--- src/rtl/bec_la_bridge.sv ---
// bec_la_bridge: logic-analyzer command bridge that loads BEC operands/key, sequences the core and reads results back.
module bec_la_bridge #(
  parameter int FIELD_W = 163,
  parameter int NUM_OPS = 6,
  parameter int CHUNK_W = 82,
  parameter int NUM_RES = 2,
  parameter int TIMEOUT = 2000
) (
  input  logic               wb_clk_i,
  input  logic               wb_rst_i,
  input  logic [127:0]       la_data_in,
  output logic [127:0]       la_data_out,
  input  logic [3:0]         becStatus,
  input  logic               load_data,
  input  logic               next_key,
  input  logic [NUM_RES-1:0] res_bit,
  output logic [NUM_OPS-1:0] op_bit,
  output logic               ki,
  output logic               master_ena_proc
);
  localparam int NCH = (FIELD_W + CHUNK_W - 1) / CHUNK_W;
  localparam int WW = $clog2(TIMEOUT + 1);
  localparam logic [7:0] MAX_SLOT = 8'(NUM_OPS);
  localparam logic [7:0] RES_SLOTS = 8'(NUM_RES);
  localparam logic [5:0] NCH_V = 6'(NCH);
  localparam logic [5:0] LAST_C = 6'(NCH - 1);
  localparam logic [WW-1:0] WD_END = WW'(TIMEOUT - 1);
  localparam logic [2:0] IDLE = 3'd0, WRITE = 3'd1, UPLOAD = 3'd2, PROC = 3'd3, DOWNLOAD = 3'd4, READ = 3'd5;
  logic [2:0] state_q, state_d;
  logic stb_q, err_q, err_d, to_q, to_d, ena_q;
  logic [NUM_OPS:0] mask_q, mask_d;
  logic [FIELD_W-1:0] ops_q [NUM_OPS+1];
  logic [FIELD_W-1:0] ops_d [NUM_OPS+1];
  logic [FIELD_W-1:0] res_q [NUM_RES];
  logic [FIELD_W-1:0] res_d [NUM_RES];
  logic [FIELD_W-1:0] rsel;
  logic [CHUNK_W-1:0] rd_q, rd_d;
  logic [WW-1:0] wd_q, wd_d;
  logic xfer, w_ok, r_ok, unused_ok;
  logic [15:0] cmd;
  logic [7:0] slot;
  logic [5:0] chunk;
  logic [CHUNK_W-1:0] pay;
  assign xfer = la_data_in[96] ^ stb_q;
  assign cmd = la_data_in[31:16];
  assign slot = la_data_in[95:88];
  assign chunk = la_data_in[87:82];
  assign pay = la_data_in[CHUNK_W-1:0];
  assign w_ok = slot <= MAX_SLOT && chunk < NCH_V;
  assign r_ok = slot < RES_SLOTS && chunk < NCH_V;
  assign unused_ok = ^{la_data_in[127:97], becStatus[1]};
  always_comb begin
    state_d = state_q;
    err_d = err_q;
    to_d = to_q;
    mask_d = mask_q;
    ops_d = ops_q;
    res_d = res_q;
    rd_d = rd_q;
    rsel = '0;
    if (xfer && cmd == 16'hABFF) begin
      state_d = IDLE;
      mask_d = '0;
      err_d = 1'b0;
      to_d = 1'b0;
    end else begin
      case (state_q)
        IDLE: if (xfer && cmd == 16'hAB30) begin
          state_d = WRITE;
          err_d = 1'b0;
          to_d = 1'b0;
        end
        WRITE: if (xfer && cmd == 16'hAB31) begin
          if (w_ok) begin
            for (int i = 0; i <= NUM_OPS; i++)
              if (slot == 8'(i)) begin
                for (int k = 0; k < NCH; k++)
                  if (chunk == 6'(k))
                    for (int b = 0; b < CHUNK_W; b++)
                      if (k * CHUNK_W + b < FIELD_W) ops_d[i][k*CHUNK_W+b] = pay[b];
                if (chunk == LAST_C) mask_d[i] = 1'b1;
              end
          end else err_d = 1'b1;
        end else if (xfer && cmd == 16'hAB41) begin
          if (&mask_q) state_d = UPLOAD;
          else err_d = 1'b1;
        end
        UPLOAD: begin
          if (load_data) for (int i = 0; i < NUM_OPS; i++) ops_d[i] = ops_q[i] << 1;
          if (becStatus[2]) state_d = PROC;
          else if (wd_q == WD_END) begin
            state_d = IDLE;
            to_d = 1'b1;
          end
        end
        PROC: begin
          if (next_key) ops_d[NUM_OPS] = ops_q[NUM_OPS] >> 1;
          if (becStatus[3]) state_d = DOWNLOAD;
          else if (wd_q == WD_END) begin
            state_d = IDLE;
            to_d = 1'b1;
          end
        end
        DOWNLOAD: begin
          for (int j = 0; j < NUM_RES; j++) res_d[j] = {res_q[j][FIELD_W-2:0], res_bit[j]};
          if (becStatus[0]) state_d = READ;
          else if (wd_q == WD_END) begin
            state_d = IDLE;
            to_d = 1'b1;
          end
        end
        READ: if (xfer && cmd == 16'hAB60) begin
          rd_d = '0;
          if (r_ok) begin
            for (int j = 0; j < NUM_RES; j++) if (slot == 8'(j)) rsel = res_q[j];
            for (int k = 0; k < NCH; k++)
              if (chunk == 6'(k))
                for (int b = 0; b < CHUNK_W; b++)
                  if (k * CHUNK_W + b < FIELD_W) rd_d[b] = rsel[k*CHUNK_W+b];
          end else err_d = 1'b1;
        end else if (xfer && cmd == 16'hAB50) state_d = IDLE;
        default: state_d = IDLE;
      endcase
    end
    // the watchdog restarts on every state entry and idles outside the core-driven states
    wd_d = (state_d == state_q && (state_q == UPLOAD || state_q == PROC || state_q == DOWNLOAD)) ? wd_q + 1'b1 : '0;
  end
  always_ff @(posedge wb_clk_i or posedge wb_rst_i) begin
    if (wb_rst_i) begin
      state_q <= IDLE;
      stb_q <= 1'b0;
      err_q <= 1'b0;
      to_q <= 1'b0;
      ena_q <= 1'b0;
      mask_q <= '0;
      ops_q <= '{default: '0};
      res_q <= '{default: '0};
      rd_q <= '0;
      wd_q <= '0;
    end else begin
      state_q <= state_d;
      stb_q <= la_data_in[96];
      err_q <= err_d;
      to_q <= to_d;
      ena_q <= state_d == PROC;
      mask_q <= mask_d;
      ops_q <= ops_d;
      res_q <= res_d;
      rd_q <= rd_d;
      wd_q <= wd_d;
    end
  end
  always_comb begin
    op_bit = '0;
    for (int i = 0; i < NUM_OPS; i++) op_bit[i] = ops_q[i][FIELD_W-1];
  end
  assign ki = ops_q[NUM_OPS][0];
  assign master_ena_proc = ena_q;
  assign la_data_out = {1'b0, state_q, err_q, to_q, 8'(mask_q), 17'b0, stb_q, 14'b0, 82'(rd_q)};
endmodule

--- config.mk ---
export PLATFORM = sky130hd
export DESIGN_NAME = bec_la_bridge
export DESIGN_NICKNAME = d
export VERILOG_FILES = /design/src/rtl/bec_la_bridge.sv
export SDC_FILE = /design/constraint.sdc
export NUM_CORES = 2
export LEC_CHECK = 0
export CORE_MARGIN = 3
export CORE_UTILIZATION = 28
export CTS_BUF_LIST = sky130_fd_sc_hd__clkbuf_4
export DETAILED_ROUTE_END_ITERATION = 16
export PLACE_DENSITY = 0.54
export SETUP_SLACK_MARGIN = 0.3
export SYNTH_ARGS = -nofsm -noshare
export SYNTH_HDL_FRONTEND = slang
export SYNTH_SLANG_ARGS = --single-unit
--- constraint.sdc ---
create_clock -name wb_clk_i -period 58.6 [get_ports wb_clk_i]
set_input_delay 8.79 -clock wb_clk_i [delete_from_list [all_inputs] [get_ports wb_clk_i]]
set_output_delay 8.79 -clock wb_clk_i [all_outputs]
set_load 0.01 [all_outputs]
==> run metrics <==
Post-Synth Adder-Cell Area=0.0181%; Async S/R FF share, synth=100%; Port-buffer cells=208; area leader, netlist=dfrtp_1; CP Launch Type=primary input; WL/cell=17.4 µm; Vias=50300; Setup Skew=105 ps; FF-to-FF path depth=8; Worst VDD drop=0.0174 mV; #FFs+latches synth=1574; vias in the first global route=51500; placed cell area=73600 µm²; Setup Fix Bufs, Post-CTS=0; Period Utilization, post-route=21.1%; status=finished clean; Initial Utilization=28.3%; starting DRC count in detailed routing=3944; CTS buffer count=408; Syn Inst Count=6623; Synth Warn #=0; Placed Cells=9551; area grow syn2layout=13.2%; CTS Sinks=1574; Nets=6898; Final Cell Area=78400 µm²; Routability Congestion=0.767; share of layout cells above drive strength 1=16.8%; minimum clock period=12370 ps; slowest cell on the critical path=buf_4; f_max=80.8 MHz; Power, Total=2.08 mW; final hold viol count=0; Clock Root Buffer=clkbuf_4; Top FF cell, synth=dfrtp_1; PwrDens=26.5 nW/µm²; HP Class=reg2reg; final setup violating endpoints=0; number of synthesized flops with an enable pin=0; largest family of logic cells by synthesized area=compound AO/OA/AOI/OAI gates; Leak Pwr=35.9 nW; CTS Buffer Depth=4; Synth top area share=56.9%; Core Area=245000 µm²; largest net degree at the start of global routing=193; non-filler cells, final=10200; Reg clk slew, reported paths=70 ps; CP Class=in2reg; GRT Residual Overflow=0; Post-DRT Antenna Nets=0; worst-path fanout max=89; initial antenna violation count=18; Unique masters post-synth=70; CP max stage delay=860 ps; Detail Placement HPWL=106 mm; hold depth=2; Max Slew Vio Count=0; final worst setup slack=46230 ps; Die ar.=253000 µm²; chip height=503 µm; Post-Syn Area per Cell=10.5 µm²; most instantiated cells after synthesis=dfrtp_1 (1574), a21oi_1 (1409), o21ai_0 (767); Hold-fix buffers, CTS=0; WL final=178 mm; via/cell ratio=4.92; critical path depth=10; DRT Pass-1 Iters=8; DRC violations left=0; Data arrival, critical path=13390 ps; post-synthesis sequential area ratio=56.9%; simple-gate share of the synthesized area=5.24%; CTS tree=built; post_cts resized=0; Slew headroom=15.8%; mux cell area share after synthesis=13.3%; first-pass GRT wire length=291 mm; CP Capture Type=flip-flop; top cells by area, synth=dfrtp_1 (57%), a21oi_1 (10%), o21ai_0 (5.5%), mux2_2 (5.4%), mux2i_1 (5.2%); htree depth=5; total track usage=14.0%; clock latency on the worst-skew pair=1280 ps; buffers and inverters on the worst path=4; Synth Area in Compound Gates=18.2%; RSZ-0062 raised after global routing=no; IO Count=274; Cell Area, Synth=69200 µm²; Top Family by Delay on Critical Path=buffers and inverters; Post-Synth XOR/XNOR Area=0.126%; max_cap viols=0; Horiz. Die Dim=503 µm; CP dominant cell by count=buf_4; num rows=181; dpl ws=44950 ps; Worst-Margin Slew=1260 ps; CP Cell Sequence=clkdlybuf4s50_1, and4b_1, nand4_1, nor4_4, a21oi_4, buf_4, buf_4, or2_4, buf_4, o21ai_1; most common cell in the netlist=dfrtp_1; Final TNS setup=0 ps; Worst EP required=59620 ps
## cell usage in the layout, fill, tap and decap left out, drive strengths merged, types with 3 or more instances in the layout
master,instances
o211ai,3
nor3,13
nand2b,7
inv,412
nand3,26
and3,6
nor2b,87
a21boi,5
nor4b,3
nand4,33
diode,20
xor2,4
nor4,5
clkdlybuf4s50,206
mux2i,359
conb,33
mux2,334
nand2,442
clkinv,49
xnor2,6
o21ai,1015
clkbuf,594
or4,3
dfrtp,1574
o22ai,16
nor2,37
mux4,81
buf,101
or2,4
and2,86
a31oi,6
a21oi,1420
## routing by layer
layer | vias to the layer above | routed length (µm) | track usage, %
li1 | 23300 | - | -
met1 | 25300 | 84100 | 19.6
met2 | 1347 | 79000 | 21.1
met3 | 329 | 11600 | 3.68
met4 | 14 | 3600 | 4.18
met5 | - | 88 | 0
## final cells by class
class | instances | area (µm²)
Sequential cell | 1574 | 39400
Inverter | 407 | 1540
Antenna cell | 20 | 50.0
Multi-Input combinational cell | 4061 | 25800
Timing Repair Buffer | 307 | 2890
Fill cell | 25300 | 166000
Clock buffer | 594 | 4460
Clock inverter | 56 | 275
Tap cell | 3202 | 4010
## logic make-up (layout without fill, tap and decap cells)
kind of cell	Yosys count	count (layout)
compound gates	2479	2479
buf+inv	1020	1364
fa+ha+maj	1	1
flops	1574	1574
mux	774	774
xor+xnor	10	10
simple gates	764	764
other cells	1	53
## path summary, 6_finish.rpt
kind                                          from                      end  slack, ps
max in group asynchronous                 wb_rst_i   ops_q[353]$_DFFE_PP0P_      46490
max                                 la_data_in[27]  ops_q[1105]$_DFFE_PP0P_      46230
min reg2reg                ops_q[1111]$_DFFE_PP0P_  ops_q[1112]$_DFFE_PP0P_        460
min                        ops_q[1111]$_DFFE_PP0P_  ops_q[1112]$_DFFE_PP0P_        460
min in group asynchronous                 wb_rst_i    ops_q[35]$_DFFE_PP0P_       8070
max reg2reg                   state_q[1]$_DFF_PP0_   ops_q[291]$_DFFE_PP0P_      53380
## power breakdown
group	switching [mW]	internal, mW
logic	0.0570	0.0234
registers	0.000177	1.09
clock network	0.446	0.466
## through the flow
stage,hold slack (ps),util [%]
after floorplan,425,-
after global placement,438,30.1
after detailed placement,460,30.1
after CTS,450,32.0
after global routing,494,32.0
final,459,32.0
## registers in the layout (all words and copies together) (netlist names)
signal / cells
stb_q: 1
mask_q: 7
op_bit: 6
to_q: 1
master_ena_proc: 1
ki: 1
err_q: 1
res_q: 326
wd_q: 11
ops_q: 1134
rd_q: 82
state_q: 3
## worst reg2reg max path, stage by stage, from the launching register on
cell and delay (ps):
dfrtp_1 590, nor3b_2 310, buf_4 750, buf_4 850, buf_4 830, buf_4 700, nor2b_1 540, a21oi_1 310
mux2i_1 110
(Power assumes the default switching activity.)
